### src/rtl/sa_pkg.sv
// -----------------------------------------------------------------------------
// sa_pkg
// Types and constants shared by the systolic-array feeder, its skew pipe and
// the PE array.
//   SA_PE_DIM_DEFAULT : default array dimension (rows / skew stages)
//   sa_state_e        : feeder scheduler states
//   sa_sel_width()    : row-select width, never narrower than one bit
// -----------------------------------------------------------------------------
package sa_pkg;

  localparam int SA_PE_DIM_DEFAULT = 3;

  typedef enum logic [1:0] {
    ST_IDLE  = 2'd0,
    ST_FETCH = 2'd1,
    ST_FLUSH = 2'd2,
    ST_DONE  = 2'd3
  } sa_state_e;

  // A 1-row array still needs a 1-bit select port.
  function automatic int sa_sel_width(input int n);
    return (n > 1) ? $clog2(n) : 1;
  endfunction

endpackage

### src/rtl/sa_skew_pipe.sv
// -----------------------------------------------------------------------------
// sa_skew_pipe
// 1-bit delay line producing the skewed per-row valids of the PE array.
// dout[0] is din delayed one cycle; dout[i] is dout[0] delayed i more cycles.
// A synchronous clear empties every stage so a cancelled job leaves no
// stray row pulses behind.
// Ports:
//   clk    : clock
//   rstb   : asynchronous active-low reset
//   clear  : synchronous flush of all stages
//   din    : valid entering the line
//   dout   : [DEPTH-1:0] staged valids, bit i = row i
// -----------------------------------------------------------------------------
module sa_skew_pipe #(
  parameter int DEPTH = 3
) (
  input  logic             clk,
  input  logic             rstb,
  input  logic             clear,
  input  logic             din,
  output logic [DEPTH-1:0] dout
);

  always_ff @(posedge clk or negedge rstb) begin
    if (!rstb) begin
      dout <= '0;
    end else if (clear) begin
      dout <= '0;
    end else begin
      dout[0] <= din;
      for (int i = 1; i < DEPTH; i++) begin
        dout[i] <= dout[i-1];
      end
    end
  end

endmodule

### src/rtl/sa_feed_sched.sv
// -----------------------------------------------------------------------------
// sa_feed_sched
// Feed scheduler for a PE_DIM x PE_DIM systolic array. A job streams seq_len
// lines starting at base_addr out of the input memory (1-cycle read latency),
// writes line k into row buffer k mod PE_DIM, and generates the skewed
// per-row valids that walk data diagonally into the array. After the last
// read it waits PE_DIM+1 cycles so the final row pulse drains, then pulses
// done.
//
// Ports:
//   clk        : clock, all state changes on the rising edge
//   rstb       : asynchronous active-low reset
//   start      : job request, honoured only in IDLE
//   base_addr  : first line of the job, captured with start
//   seq_len    : number of lines, captured with start (0 = empty job)
//   hold       : stalls read issue; the downstream pipeline keeps moving
//   abort      : cancels the running job (wins over hold and start)
//   rd_en      : input-memory read strobe
//   rd_addr    : read address, wraps modulo 2^ADDR_WIDTH
//   buf_we     : row-buffer write strobe (rd_en delayed one cycle)
//   buf_sel    : row buffer written, valid with buf_we
//   row_valid  : skewed per-row valids into the PE array
//   busy       : high whenever a job is in progress
//   done       : one-cycle job-complete pulse
//   perf_cycles: busy-cycle counter of the last/current job, saturating
//                (only with SA_FEED_SCHED_PERF_EN defined)
//
// Build option: define SA_FEED_SCHED_PERF_EN to add perf_cycles.
// -----------------------------------------------------------------------------
module sa_feed_sched
  import sa_pkg::*;
#(
  parameter int PE_DIM     = SA_PE_DIM_DEFAULT,
  parameter int ADDR_WIDTH = 8,
  parameter int SEQ_W      = 8
) (
  input  logic                              clk,
  input  logic                              rstb,
  input  logic                              start,
  input  logic [ADDR_WIDTH-1:0]             base_addr,
  input  logic [SEQ_W-1:0]                  seq_len,
  input  logic                              hold,
  input  logic                              abort,
  output logic                              rd_en,
  output logic [ADDR_WIDTH-1:0]             rd_addr,
  output logic                              buf_we,
  output logic [sa_sel_width(PE_DIM)-1:0]   buf_sel,
  output logic [PE_DIM-1:0]                 row_valid,
  output logic                              busy,
  output logic                              done
`ifdef SA_FEED_SCHED_PERF_EN
  ,
  output logic [15:0]                       perf_cycles
`endif
);

  localparam int SEL_W   = sa_sel_width(PE_DIM);
  localparam int FLUSH_W = $clog2(PE_DIM + 2);

  localparam logic [SEL_W-1:0]   SEL_LAST   = SEL_W'(PE_DIM - 1);
  localparam logic [FLUSH_W-1:0] FLUSH_LAST = FLUSH_W'(PE_DIM);

  sa_state_e             state_q, state_d;
  logic [ADDR_WIDTH-1:0] base_q;
  logic [SEQ_W-1:0]      len_q;
  logic [SEQ_W-1:0]      line_q;
  logic [SEL_W-1:0]      sel_q;        // line_q mod PE_DIM, kept incrementally
  logic [FLUSH_W-1:0]    flush_cnt_q;
  logic                  buf_we_q;
  logic [SEL_W-1:0]      buf_sel_q;

  logic                  job_start;
  logic                  issue_last;
  logic                  pipe_clear;

  assign issue_last = (line_q == (len_q - SEQ_W'(1)));
  // Abort only cancels a running job; in IDLE there is nothing to cancel.
  assign pipe_clear = abort && (state_q != ST_IDLE);

  // ---------------------------------------------------------------------------
  // FSM: state register
  // ---------------------------------------------------------------------------
  // NOTE: sequential state uses non-blocking assignments so every flop samples
  // the pre-edge value of every other flop, independent of block ordering.
  always_ff @(posedge clk or negedge rstb) begin
    if (!rstb) begin
      state_q <= ST_IDLE;
    end else begin
      state_q <= state_d;
    end
  end

  // ---------------------------------------------------------------------------
  // FSM: next state and control outputs
  // ---------------------------------------------------------------------------
  // NOTE: every signal written here gets a default first; a path that leaves
  // one unassigned would infer a latch.
  always_comb begin
    state_d   = state_q;
    rd_en     = 1'b0;
    done      = 1'b0;
    job_start = 1'b0;

    unique case (state_q)
      ST_IDLE: begin
        if (start && !abort) begin
          job_start = 1'b1;
          state_d   = (seq_len == '0) ? ST_DONE : ST_FETCH;
        end
      end

      ST_FETCH: begin
        if (abort) begin
          state_d = ST_IDLE;
        end else if (!hold) begin
          rd_en = 1'b1;
          if (issue_last) begin
            state_d = ST_FLUSH;
          end
        end
      end

      ST_FLUSH: begin
        if (abort) begin
          state_d = ST_IDLE;
        end else if (flush_cnt_q == FLUSH_LAST) begin
          state_d = ST_DONE;
        end
      end

      ST_DONE: begin
        state_d = ST_IDLE;
        if (!abort) begin
          done = 1'b1;
        end
      end

      default: state_d = ST_IDLE;
    endcase
  end

  // ---------------------------------------------------------------------------
  // Job registers and read address generation
  // ---------------------------------------------------------------------------
  always_ff @(posedge clk or negedge rstb) begin
    if (!rstb) begin
      base_q <= '0;
      len_q  <= '0;
      line_q <= '0;
      sel_q  <= '0;
    end else if (job_start) begin
      base_q <= base_addr;
      len_q  <= seq_len;
      line_q <= '0;
      sel_q  <= '0;
    end else if (rd_en) begin
      line_q <= line_q + SEQ_W'(1);
      sel_q  <= (sel_q == SEL_LAST) ? '0 : sel_q + SEL_W'(1);
    end
  end

  assign rd_addr = base_q + ADDR_WIDTH'(line_q);

  // Counts the PE_DIM+1 drain cycles; reads zero on the first FLUSH cycle.
  always_ff @(posedge clk or negedge rstb) begin
    if (!rstb) begin
      flush_cnt_q <= '0;
    end else if (state_q == ST_FLUSH) begin
      flush_cnt_q <= flush_cnt_q + FLUSH_W'(1);
    end else begin
      flush_cnt_q <= '0;
    end
  end

  // ---------------------------------------------------------------------------
  // Read-return stage: memory data lands one cycle after rd_en.
  // ---------------------------------------------------------------------------
  always_ff @(posedge clk or negedge rstb) begin
    if (!rstb) begin
      buf_we_q  <= 1'b0;
      buf_sel_q <= '0;
    end else if (pipe_clear) begin
      buf_we_q  <= 1'b0;
      buf_sel_q <= '0;
    end else begin
      buf_we_q  <= rd_en;
      buf_sel_q <= sel_q;
    end
  end

  assign buf_we  = buf_we_q;
  assign buf_sel = buf_sel_q;

  sa_skew_pipe #(
    .DEPTH (PE_DIM)
  ) u_skew (
    .clk   (clk),
    .rstb  (rstb),
    .clear (pipe_clear),
    .din   (buf_we_q),
    .dout  (row_valid)
  );

  assign busy = (state_q != ST_IDLE);

`ifdef SA_FEED_SCHED_PERF_EN
  // ---------------------------------------------------------------------------
  // Busy-cycle counter; value stays visible after done until the next start.
  // ---------------------------------------------------------------------------
  always_ff @(posedge clk or negedge rstb) begin
    if (!rstb) begin
      perf_cycles <= '0;
    end else if (job_start) begin
      perf_cycles <= '0;
    end else if (busy && (perf_cycles != 16'hFFFF)) begin
      perf_cycles <= perf_cycles + 16'd1;
    end
  end
`endif

endmodule

### config.mk
export PLATFORM = sky130hd
export DESIGN_NAME = sa_feed_sched
export DESIGN_NICKNAME = d
export VERILOG_FILES = /design/src/rtl/sa_pkg.sv /design/src/rtl/sa_skew_pipe.sv /design/src/rtl/sa_feed_sched.sv
export SDC_FILE = /design/constraint.sdc
export NUM_CORES = 1
export LEC_CHECK = 0
export BUFFER_PORTS_ARGS = -buffer_cell sky130_fd_sc_hd__buf_2
export CAP_MARGIN = 20
export CORE_AREA = 2 2 64 66
export CTS_BUF_LIST = sky130_fd_sc_hd__clkbuf_8
export DETAILED_ROUTE_END_ITERATION = 10
export DIE_AREA = 0 0 66 68
export PLACE_DENSITY = 0.81
export SLEW_MARGIN = 15
export SYNTH_ARGS = -nofsm -noshare
export SYNTH_HDL_FRONTEND = slang
export SYNTH_SLANG_ARGS = --single-unit
### constraint.sdc
create_clock -name clk -period 2.45 [get_ports clk]
set_input_delay 0.49 -clock clk [delete_from_list [all_inputs] [get_ports clk]]
set_output_delay 0.49 -clock clk [all_outputs]
set_load 0.05 [all_outputs]
## Word level (Yosys, flattened, before mapping)

Cells that the tools add are included.

- Register bits: 37
- Output and inout port bits: 17

- $add $sub $neg: 5
- Equality and inequality tests: 10
- Multiplexer cells: 24
- Reductions and logical operators: 8

Operators with widths:

| cell | count |
|---|---|
| 2-bit 2-to-1 mux | 11 |
| 8-bit 2-to-1 mux | 2 |
| 3-bit inequality test, second input constant | 3 |
| 8-bit by 1-bit adder with 8-bit output, second input constant | 1 |
| 8-bit adder | 1 |
| 8-bit == test | 1 |
| 8-bit logical NOT | 1 |
| 1-bit 2-to-1 mux | 8 |
| 2-bit one-hot mux with 4 select lines | 1 |
| 8-bit by 1-bit subtractor with 8-bit output, second input constant | 1 |
| 2-bit == test, second input constant | 3 |
| 3-bit 2-to-1 mux | 2 |
| 4-bit AND reduction | 1 |
| 2-bit nonzero test | 2 |
| 3-bit by 1-bit adder with 3-bit output, second input constant | 1 |
| 3-bit by 2-bit == test with 1-bit output, second input constant | 1 |
| 2-bit by 1-bit adder with 2-bit output, second input constant | 1 |
| 2-bit by 1-bit == test with 1-bit output, second input constant | 1 |
| 1-bit logical AND | 2 |
| 2-bit logical NOT | 1 |
| 2-bit inequality test, second input constant | 1 |
| 1-bit logical NOT | 1 |

## Longest topological paths before layout

- Depth after elaboration: 6
- Depth in mapped cells: 8
- Mapped depth without buffers: 8

## By module

A second synthesis with hierarchy kept.

- Cells, all modules: 207
- Area total of the unflattened synthesis: 2117.0 um^2

By module, submodules not included:

| module | times used | cells an instance | area an instance (um^2) | seq. area each (um^2) |
|---|---|---|---|---|
| sa_feed_sched | 1 | 201 | 2023.2 | 850.8 |
| sa_skew_pipe | 1 | 6 | 93.8 | 75.1 |

## Worst setup path before layout

OpenSTA, ideal clock, no wires.

- Kind: flip-flop to output port
- From: register line_q[0]
- To: output rd_addr[4]
- Data arrival time: 2003 ps
- Data required time: 1960 ps
- Setup slack: -43 ps
- Stages on the path, launching flop included: 9
- Path buffers: 0
- Cell sequence: dfrtp_1 ha_1 inv_1 fa_1 nor2b_1 o21ai_1 nand2_1 nor2_1 nor2_1

- Longest elaborated chain between the ends: 1

Ends and longest elaborated chain:

| item | RTL line | text |
|---|---|---|
| start, declared | sa_feed_sched.sv:66 | `logic [SEQ_W-1:0] line_q;` |
| start signal, assigned | sa_feed_sched.sv:157 | `line_q <= line_q + SEQ_W'(1);` |
| 8-bit adder | sa_feed_sched.sv:162 | `assign rd_addr = base_q + ADDR_WIDTH'(line_q);` |
| end, declared | sa_feed_sched.sv:45 | `output logic [ADDR_WIDTH-1:0] rd_addr,` |

Every way passes these cells.

## Worst setup path after layout

- From: register base_q[0]
- To: output rd_addr[6]

- Longest elaborated chain between the ends: 1

Ends and longest elaborated chain:

| item | RTL line | text |
|---|---|---|
| start, declared | sa_feed_sched.sv:64 | `logic [ADDR_WIDTH-1:0] base_q;` |
| start signal, assigned | sa_feed_sched.sv:152 | `base_q <= base_addr;` |
| 8-bit adder | sa_feed_sched.sv:162 |  |

Every way passes these cells.

==> impl_metrics.sql <==
INSERT INTO impl_metrics (metric_group, metric, value, unit) VALUES
('floorplan', 'design.die.area', '4490', 'µm²'),
('routing', 'vias_per_cell', '5.34', ''),
('pwr', 'p_per_cell_area', '775', 'nW/µm²'),
('yosys', 'synth-seq-area-share', '0.432', ''),
('cells_and_area', 'design_area', '2580', 'µm²'),
('sta', 'slew_violations', '0', ''),
('worst_setup_path', 'crit_cells', '9', ''),
('sta', 'final_hold_viol_count', '0', ''),
('routing', 'wl_met1', '1870', 'µm'),
('yosys', 'synth-async-reset-ratio', '1.00', ''),
('worst_setup_path', 'worstPathCellList', 'ha_4 -> inv_2 -> fa_2 -> nor2b_1 -> o21ai_2 -> a21boi_2 -> or4_4 -> nand3_2 -> buf_8', ''),
('grt', 'global_route_wire_length_before_repair', '6890', 'µm'),
('placement', 'count_of_buffers_inserted_at_the_top_level_ports', '37', ''),
('worst_setup_path', 'cp_top_family', 'simple AND/OR/NAND/NOR gates', ''),
('yosys', 'netlist.top_cell.by_area', 'dfrtp_1', ''),
('routing', 'drt_pass1_iterations', '4', ''),
('cells_and_area', 'num-nets-final', '275', ''),
('worst_setup_path', 'critical_path.slowest_cell', 'or4_4', ''),
('clock_tree', 'numClockSinks', '37', ''),
('placement', 'placed_instance_area', '2390', 'µm²'),
('sta', 'fmaxAchievable', '384', 'MHz'),
('floorplan', 'top_level_ports', '38', ''),
('yosys', 'synth.ff_latch_count', '37', ''),
('sta', 'holdWs', '0.295', 'ns'),
('clock_tree', 'cts_tree', 'done', ''),
('yosys', 'compound_cell_area_share_of_the_yosys_netlist', '0.0712', ''),
('sta', 'setup_ws', '-0.156', 'ns'),
('pwr', 'cellLeakagePower', '0.00124', 'µW'),
('grt', 'track_usage', '0.203', ''),
('yosys', 'synth_cell_type_count', '45', ''),
('grt', 'antenna_violations_before_repair', '0', ''),
('sta', 'timing.final.setup_violations', '3', ''),
('clock_tree', 'clk_path_buf_depth', '2', ''),
('cells_and_area', 'layoutNonFillerInstCount', '293', ''),
('clock_tree', 'clk-insertion-delay-late', '0.29', 'ns'),
('clock_tree', 'cts.hold.buffers_added', '0', ''),
('yosys', 'synth_area_in_simple_gates', '0.195', ''),
('yosys', 'yosys_synthesis_warning_count', '0', ''),
('yosys', 'post_synth_mux_area_share', '0.0875', ''),
('routing', 'drc_errors', '0', ''),
('routing', 'dr_top_layer', 'met4', ''),
('worst_setup_path', 'r2r_setup_slack', '0.61', 'ns'),
('placement', 'place.detailed.hpwl', '2890', 'µm'),
('status', 'run_status', 'complete, but fails checks', ''),
('yosys', 'dominant_combinational_cell_family_by_area_after_synthesis', 'simple AND/OR/NAND/NOR gates', ''),
('worst_hold_path', 'worstHoldPathType', 'input port to async pin', ''),
('yosys', 'cell_count_after_synthesis', '198', ''),
('worst_setup_path', 'timing.critical_path.to_type', 'primary output', ''),
('floorplan', 'core-area', '3860', 'µm²'),
('sta', 'max-slew-margin-rel', '0.450', ''),
('yosys', 'synth.area.top_cells', 'dfrtp_1 (43%), mux2_1 (6.8%), ha_1 (6.4%)', ''),
('pwr', 'fraction_of_power_consumed_by_sequential_logic', '0.390', ''),
('floorplan', 'std_cell_rows', '23', ''),
('yosys', 'post_synth_instance_area', '2140', 'µm²'),
('worst_setup_path', 'endpoint', 'rd_addr[6]', ''),
('pwr', 'switchingPower', '758', 'µW'),
('status', 'failed_checks', 'negative setup slack', ''),
('clock_tree', 'numCtsBuffers', '5', ''),
('yosys', 'synth.avg_cell_area', '10.8', 'µm²'),
('floorplan', 'initial_utilization', '0.556', ''),
('worst_setup_path', 'path_max_fanout', '3', ''),
('pwr', 'switching_share', '0.379', ''),
('flow_run', 'maxCapViolCount', '0', ''),
('routing', 'detail_route.iter0.violations', '78', ''),
('cells_and_area', 'layout_overhead_on_the_synthesized_area', '20.4', '%'),
('sta', 'worst_clock_skew', '0.00315', 'ns'),
('cells_and_area', 'count_of_antenna_diodes_in_the_layout', '0', ''),
('yosys', 'yosysTopAreaCellShare', '0.432', ''),
('grt', 'grt_start_max_net_pins', '38', ''),
('clock_tree', 'clkTransAtPathRegs', '0.07', 'ns'),
('sta', 'rsz0062_at_grt', 'yes', '');
-- worst reg2reg max path: stages, from the launching register on --
cell     delay, ns
dfrtp_1       0.45
or2_1         0.32
nor3b_4       0.21
buf_4         0.36
mux2_1        0.38
-- stage by stage --
step	setup TNS (ns)	setup WS, ns	power [µW]
2_1_floorplan	-0.0434	-0.0434	1330
3_3_place_gp	0	0.0591	1460
3_5_place_dp	-0.0236	-0.0236	1490
4_1_cts	-0.410	-0.211	1980
5_1_grt	-0.616	-0.235	2120
6_report	-0.345	-0.156	2000
-- how the worst min path moves through the flow --
| stage | startpoint | endpoint | slack, ns | cells after the start |
|---|---|---|---|---|
| 6_report | rstb | flush_cnt_q[2] | 0.30 | 1 |
| 3_5_place_dp | flush_cnt_q[0] | flush_cnt_q[0] | 0.44 | 1 |
| 2_1_floorplan | rstb | base_q[0] | 0.19 | 0 |
| 3_3_place_gp | flush_cnt_q[0] | flush_cnt_q[0] | 0.43 | 1 |
| 4_1_cts | rstb | flush_cnt_q[2] | 0.32 | 1 |
| 5_1_grt | rstb | len_q[5] | 0.36 | 1 |
-- flip-flops by register name (all words and copies together), names as in the netlist --
signal	count
buf_we	1
flush_cnt_q	3
line_q	8
sel_q	2
state_q	2
u_skew.dout	3
len_q	8
buf_sel	2
base_q	8
-- per-layer routing --
metal | up-vias | global-route usage
li1 | 764 | -
met1 | 759 | 0.271
met2 | 30 | 0.322
met3 | 12 | 0.0362
met4 | 0 | 0.105
met5 | - | 0
-- placed cells by master (no fill, tap or decap), types with 2 or more instances in the layout --
| master | netlist | routed |
|---|---|---|
| ha_4 | 0 | 2 |
| mux2i_1 | 3 | 3 |
| and3_1 | 2 | 2 |
| and2_1 | 5 | 5 |
| buf_4 | 5 | 11 |
| clkbuf_8 | 0 | 7 |
| nor2_2 | 3 | 4 |
| inv_1 | 10 | 9 |
| nor4b_1 | 2 | 2 |
| nand2b_1 | 2 | 2 |
| xnor2_1 | 12 | 11 |
| dfrtp_1 | 37 | 37 |
| nor2_1 | 22 | 21 |
| a21oi_1 | 3 | 3 |
| nand3_1 | 3 | 2 |
| a21o_1 | 2 | 2 |
| nand2_1 | 10 | 10 |
| buf_2 | 0 | 32 |
| xor2_1 | 10 | 10 |
| nor3_1 | 7 | 7 |
| nand4_1 | 2 | 2 |
| o21ai_0 | 4 | 4 |
| nand3b_1 | 2 | 2 |
| o31ai_1 | 3 | 3 |
| mux2_1 | 13 | 13 |
| ha_1 | 11 | 9 |
-- synth_stat cells (all sizes together) (3+ instances only) --
| master | instances |
|---|---|
| dfrtp | 37 |
| nor2 | 25 |
| mux2 | 14 |
| xnor2 | 12 |
| ha | 11 |
| inv | 10 |
| nand2 | 10 |
| xor2 | 10 |
| buf | 8 |
| nor3 | 7 |
| and2 | 5 |
| o21ai | 5 |
| a21oi | 3 |
| mux2i | 3 |
| nand3 | 3 |
| nand4 | 3 |
| nor4b | 3 |
| o31ai | 3 |
-- layout make-up --
class	instances	area (µm²)
tap	50	62.6
clock inverter	1	5.00
sequential	37	926
inverter	10	37.5
fill	314	1270
multi-input combinational	143	1190
clock buffer	7	96.3
timing repair buffer	45	269
-- cells by family (layout without fill, tap and decap cells) --
logic type | Yosys count | after routing
AO/OA/AOI/OAI | 21 | 21
XOR/XNOR | 22 | 22
adder cells (fa/ha/maj) | 12 | 12
buffers and inverters | 18 | 63
flip-flops | 37 | 37
multiplexers | 17 | 17
AND/OR/NAND/NOR | 71 | 71
-- timing repair --
action                                 CTS  global route
endpoints found under the hold margin    0             0
resized for setup                       10            11
pin swaps                                3             3
setup endpoints to repair                4             4
buffers inserted                         0             1
-- power groups by stage --
stage                     combinational, µW  sequential, µW  clock (µW)
final                                   761             781         459
after global routing                    822             798         496
after CTS                               732             775         471
after detailed placement                700             785           0
after global placement                  683             781           0
after floorplan                         527             802           0
(Power assumes the default switching activity.)
